==> config.mk <==
export PLATFORM = sky130hd
export DESIGN_NAME = rc4_decrypt_msg
export DESIGN_NICKNAME = d
export VERILOG_FILES = /design/src/rtl/rc4_pkg.sv /design/src/rtl/rc4_decrypt_msg.sv
export SDC_FILE = /design/constraint.sdc
export NUM_CORES = 1
export LEC_CHECK = 0
export CELL_PAD_IN_SITES_DETAIL_PLACEMENT = 1
export CELL_PAD_IN_SITES_GLOBAL_PLACEMENT = 2
export CORE_AREA = 5 5 171 173
export CTS_BUF_LIST = sky130_fd_sc_hd__clkbuf_16
export DETAILED_ROUTE_END_ITERATION = 8
export DIE_AREA = 0 0 176 178
export PLACE_DENSITY = 0.87
export SLEW_MARGIN = 20
export SYNTH_ARGS = -nofsm -noshare
export SYNTH_HDL_FRONTEND = slang
export SYNTH_SLANG_ARGS = --single-unit
export TNS_END_PERCENT = 1
==> constraint.sdc <==
create_clock -name clk -period 2.5 [get_ports clk]
set_input_delay 0.5 -clock clk [delete_from_list [all_inputs] [get_ports clk]]
set_output_delay 0.5 -clock clk [all_outputs]
set_load 0.02 [all_outputs]
==> src/rtl/rc4_pkg.sv <==
// Shared types and helpers for the RC4 message-decrypt stage.
package rc4_pkg;

    localparam int unsigned MSG_LEN_MAX = 32;
    localparam int unsigned S_SIZE      = 256;

    // One state per PRGA micro-step, plus IDLE and DONE.
    typedef enum logic [3:0] {
        IDLE,
        RD_SI,
        WAIT1,
        CAP_SI,
        RD_SJ,
        WAIT2,
        CAP_SJ,
        WR_SI,
        WR_SJ,
        RD_F,
        WAIT3,
        CAP_F,
        WR_D,
        NEXT,
        DONE
    } state_t;

    // Plaintext is accepted only if it is a lowercase letter or a space.
    function automatic logic is_valid_char(input logic [7:0] b);
        return ((b >= 8'h61) && (b <= 8'h7A)) || (b == 8'h20);
    endfunction

endpackage

==> src/rtl/rc4_decrypt_msg.sv <==
// RC4 PRGA over a pre-scheduled S RAM; XORs the keystream with the encrypted
// message, writes plaintext to the decrypted-message RAM and flags validity.
module rc4_decrypt_msg
    import rc4_pkg::*;
#(
    parameter int unsigned MSG_LEN          = 32,
    parameter int unsigned RD_WAIT          = 1,
    parameter int unsigned ABORT_ON_INVALID = 1
) (
    input  logic                          clk,
    input  logic                          reset,
    input  logic                          start,
    input  logic [MSG_LEN_MAX-1:0][7:0]   rom_data,
    output logic [7:0]                    s_address,
    output logic [7:0]                    s_data,
    output logic                          s_wren,
    input  logic [7:0]                    s_q,
    output logic [4:0]                    d_address,
    output logic [7:0]                    d_data,
    output logic                          d_wren,
    output logic                          done,
    output logic                          msg_valid
);

    state_t      r_state;
    state_t      w_next;

    logic [7:0]  r_i;
    logic [7:0]  r_j;
    logic [7:0]  r_si;
    logic [7:0]  r_sj;
    logic [7:0]  r_f;
    logic [4:0]  r_k;
    logic [1:0]  r_wait;
    logic        r_msg_valid;

    logic [7:0]  w_plain;
    logic [7:0]  w_f_addr;
    logic        w_wait_last;
    logic        w_finish;

    assign w_plain     = r_f ^ rom_data[r_k];
    assign w_f_addr    = r_si + r_sj;
    assign w_wait_last = (r_wait == 2'(RD_WAIT - 1));
    assign w_finish    = (r_k == 5'(MSG_LEN - 1)) ||
                         ((ABORT_ON_INVALID != 0) && !r_msg_valid);
    assign msg_valid   = r_msg_valid;

    // State register.
    always_ff @(posedge clk or negedge reset) begin
        if (!reset) r_state <= IDLE;
        else        r_state <= w_next;
    end

    // PRGA datapath: indices, captured S values, wait counter, validity flag.
    always_ff @(posedge clk or negedge reset) begin
        if (!reset) begin
            r_i         <= '0;
            r_j         <= '0;
            r_si        <= '0;
            r_sj        <= '0;
            r_f         <= '0;
            r_k         <= '0;
            r_wait      <= '0;
            r_msg_valid <= 1'b0;
        end else begin
            case (r_state)
                IDLE: if (start) begin
                    r_i         <= '0;
                    r_j         <= '0;
                    r_k         <= '0;
                    r_wait      <= '0;
                    r_msg_valid <= 1'b1;
                end
                RD_SI:  r_i <= r_i + 8'd1;
                WAIT1, WAIT2, WAIT3:
                    r_wait <= w_wait_last ? '0 : r_wait + 2'd1;
                CAP_SI: begin
                    r_si <= s_q;
                    r_j  <= r_j + s_q;
                end
                CAP_SJ: r_sj <= s_q;
                CAP_F:  r_f  <= s_q;
                WR_D:   if (!is_valid_char(w_plain)) r_msg_valid <= 1'b0;
                NEXT:   if (!w_finish) r_k <= r_k + 5'd1;
                default: ;
            endcase
        end
    end

    // Next-state and RAM strobes; read addresses are held through the wait
    // states so RAMs with an output register still see a stable address.
    always_comb begin
        w_next    = r_state;
        s_address = '0;
        s_data    = '0;
        s_wren    = 1'b0;
        d_address = '0;
        d_data    = '0;
        d_wren    = 1'b0;
        done      = 1'b0;
        case (r_state)
            IDLE:   if (start) w_next = RD_SI;
            RD_SI:  begin s_address = r_i + 8'd1; w_next = WAIT1; end
            WAIT1:  begin s_address = r_i; if (w_wait_last) w_next = CAP_SI; end
            CAP_SI: begin s_address = r_i; w_next = RD_SJ; end
            RD_SJ:  begin s_address = r_j; w_next = WAIT2; end
            WAIT2:  begin s_address = r_j; if (w_wait_last) w_next = CAP_SJ; end
            CAP_SJ: begin s_address = r_j; w_next = WR_SI; end
            WR_SI:  begin s_address = r_i; s_data = r_sj; s_wren = 1'b1; w_next = WR_SJ; end
            WR_SJ:  begin s_address = r_j; s_data = r_si; s_wren = 1'b1; w_next = RD_F; end
            RD_F:   begin s_address = w_f_addr; w_next = WAIT3; end
            WAIT3:  begin s_address = w_f_addr; if (w_wait_last) w_next = CAP_F; end
            CAP_F:  begin s_address = w_f_addr; w_next = WR_D; end
            WR_D:   begin
                d_address = r_k;
                d_data    = w_plain;
                d_wren    = 1'b1;
                w_next    = NEXT;
            end
            NEXT:   w_next = w_finish ? DONE : RD_SI;
            DONE:   begin done = 1'b1; if (!start) w_next = IDLE; end
            default: w_next = IDLE;
        endcase
    end

endmodule

==> reports/qor.yml <==
vias_per_cell: 4.754
path_cells: "buf_12, buf_8, mux4_2, o2111a_1, or4_4, xor2_4, and2_4, buf_6"
antenna_left: 0
drc: 0
p_seq_share_pct: 14.8
grt_max_degree: 23
die_w_um: 176
cts.sinks: 52
cts_buffers: 5
timing_worst_setup_path_type: "reg -> out"
cpPeakStageDelay_ps: 540
gp_congestion: 0.8767
cp_max_fo: 6
rsz0062_at_grt: "yes"
final_common_cell: "clkdlybuf4s50_1"
async_flop_share_pct: 100.0
synth_top_area_cell: "dfrtp_1"
status: "finished, violations left"
vias: 6137
worstPathArrival_ps: 2780
area_growth_pct: 90.98
p_switching_mw: 4.216
end_kind: "output pin"
drt_iter0_markers: 253
period_needed_ps: 3281
avgSynthCellArea_um2: 10.49
wl_per_cell_um: 21.39
cp-start-kind: "register"
design.die.area_mm2: 0.03133
hold_buffers: 0
grt_pass1_vias: 7038
portBuffers: 299
p_clk_share_pct: 7.9
pin_count: 300
fill_cells: 3122
synth_edf_count: 0
wirelength_um: 27620
drt-pass1-iter-count: 5
instances_no_fill: 1291
die_h_um: 178
rows: 61
drive_gt1_share_pct: 33.12
swShare_pct: 41.09
final_nets: 1232
grt_pass1_wl_um: 41680
synthAdderAreaFrac_pct: 5.133
maxCapViolCount: 0
leakagePower_nw: 4.278
coreArea_mm2: 0.02748
synth.distinct_cells: 57
start_util_pct: 19.69
crit_slowest_cell: "or4_4"
synth_simple_gate_area_share_pct: 11.84
hold_viol: 0
synth_seq_area_share_pct: 24.05
crit_required_ps: 2000
dp.cells: 1268
netlist_instances: 516
synthMuxAreaShare_pct: 33.69
clock_skew_ps: 4.813
finalWorstSetupSlack_ps: -780.6
max_clock_freq_mhz: 304.8
slew_headroom_pct: 54.28
synth_top_area_share_pct: 24.05
antenna_found_initial: 1
synthXorXnorAreaFrac_pct: 3.561
clk_pin_slew_ps: 70
hp-class: "in -> async"
cts_root_buf: "clkbuf_16"
pwr-share-comb_pct: 77.4
powerDensity_mw_per_mm2: 992.8
cts_buffer_depth: 2
num_antenna_cells: 0
synth.cell_area_mm2: 0.005411
ys_top_cells_by_area: "dfrtp_1, mux4_2, mux2i_1"
ys_seq_elements: 52
synth_top_family_by_area: "multiplexers"
violations: "setup timing"
pre_cts_ws_ps: -1051
layout.cells.most_common_list: "clkdlybuf4s50_1, buf_4, mux4_2, dfrtp_1, nand2_1"
grt-ovfl-total: 0
max-vdd-ir-drop_v: 0.0003436
syn_nets: 804
ys.flop_type: "dfrtp_1"
setup_viol: 15
clk_latency_ps: 300
p_int_mw: 6.044
period_share_pct: 131.2
grt_usage_pct: 17.28
dpl.hpwl_um: 23580
synth_compound_area_share_pct: 17.16
cts_max_level: 2
maxSlewViolCount: 0
tightest_slew_ps: 685.8
cts_tree: "yes"
yosys_warnings: 0
[worst max-delay path, delay by kind of cell, from the launching register on]
family	cells	cell delay, ps
simple gates	2	700
flops	1	510
mux	1	420
buf+inv	3	410
compound gates	1	260
xor+xnor	1	180
[final cells by class]
cell class                 count  area (um^2)  share of cell area (%)
timing repair buffer         454         4287                   41.48
tap                          346        432.9                   4.189
clock inverter                 3        42.54                  0.4116
sequential                    52         1308                   12.65
inverter                      14        52.55                  0.5085
clock buffer                   5        125.1                   1.211
multi-input combinational    417         4088                   39.55
[per-layer routing]
| metal | vias up | share of wire, % | GRT usage (%) |
|---|---|---|---|
| met5 | - | 0.033 | 0 |
| met4 | 2 | 2.1 | 3.931 |
| met2 | 148 | 52 | 31.70 |
| met1 | 3090 | 42 | 21.36 |
| li1 | 2866 | - | - |
| met3 | 31 | 4.0 | 2.713 |
[power groups by stage]
stage,Combinational (mW),Clock (mW),Sequential (mW)
floorplan,3.84,0,1.43
global placement,6.88,0,1.48
detailed placement,7.05,0,1.50
CTS,7.74,0.836,1.50
global route,8.56,0.854,1.56
finish,7.94,0.806,1.52
[registers in the layout, summed over array words and instances (netlist names)]
signal / cells
r_i: 8
r_sj: 8
r_j: 8
r_k: 5
r_f: 8
r_state: 4
r_wait: 2
r_si: 8
msg_valid: 1
[per-stage QoR]
step           setup TNS, ps  area, um^2  hold slack (ps)  util (%)  power [mW]
3_5_place_dp          -11860        9864            481.9     35.90       8.551
4_1_cts                -7156       10260            247.9     37.34       10.08
3_3_place_gp          -11160        9864            467.0     35.90       8.360
6_report               -6510       10330            238.4     37.61       10.26
2_1_floorplan          -1599        5459            204.4         -       5.265
5_1_grt                -8577       10330            270.6     37.61       10.97
[Yosys cell counts (all sizes together), types with 14 or more instances]
cell type  instances
inv               14
nor2              38
mux2              23
buf               19
a22o              17
ha                19
o22ai             16
a21oi             24
clkbuf            14
dfrtp             52
o21ai             27
mux2i             28
xnor2             14
nand2             35
mux4              56
[kinds of logic after synthesis]
kind of cell	count (synthesis)
adder cells (fa/ha/maj)	21
AO/OA/AOI/OAI	136
AND/OR/NAND/NOR	131
buffers and inverters	47
flip-flops	52
XOR/XNOR	22
multiplexers	107
[path summary, 6_finish.rpt]
path	startpoint	endpoint	slack, ps	cells past startpoint
hold reg to reg	r_j[7]$_DFFE_PN0P_	r_j[7]$_DFFE_PN0P_	500	1
min in group clk	r_j[7]$_DFFE_PN0P_	r_j[7]$_DFFE_PN0P_	500	1
hold / removal	reset	r_i[6]$_DFFE_PN0P_	240	1
setup / recovery	r_k[0]$_DFFE_PN0P_	d_data[0]	-780	8
max in group asynchronous	reset	r_state[0]$_DFFE_PN0P_	1720	2
setup reg to reg	r_k[0]$_DFFE_PN0P_	msg_valid$_DFFE_PN0P_	-670	17
[what timing repair did]
| action | 4_1_cts | 5_1_grt |
|---|---|---|
| cloned | 0 | 0 |
| setup buffers | 15 | 0 |
| gates resized for setup | 136 | 40 |
| pin swaps | 12 | 9 |
| endpoints found under the setup margin | 34 | 32 |
No activity file was read; power rests on OpenSTA's default activity.
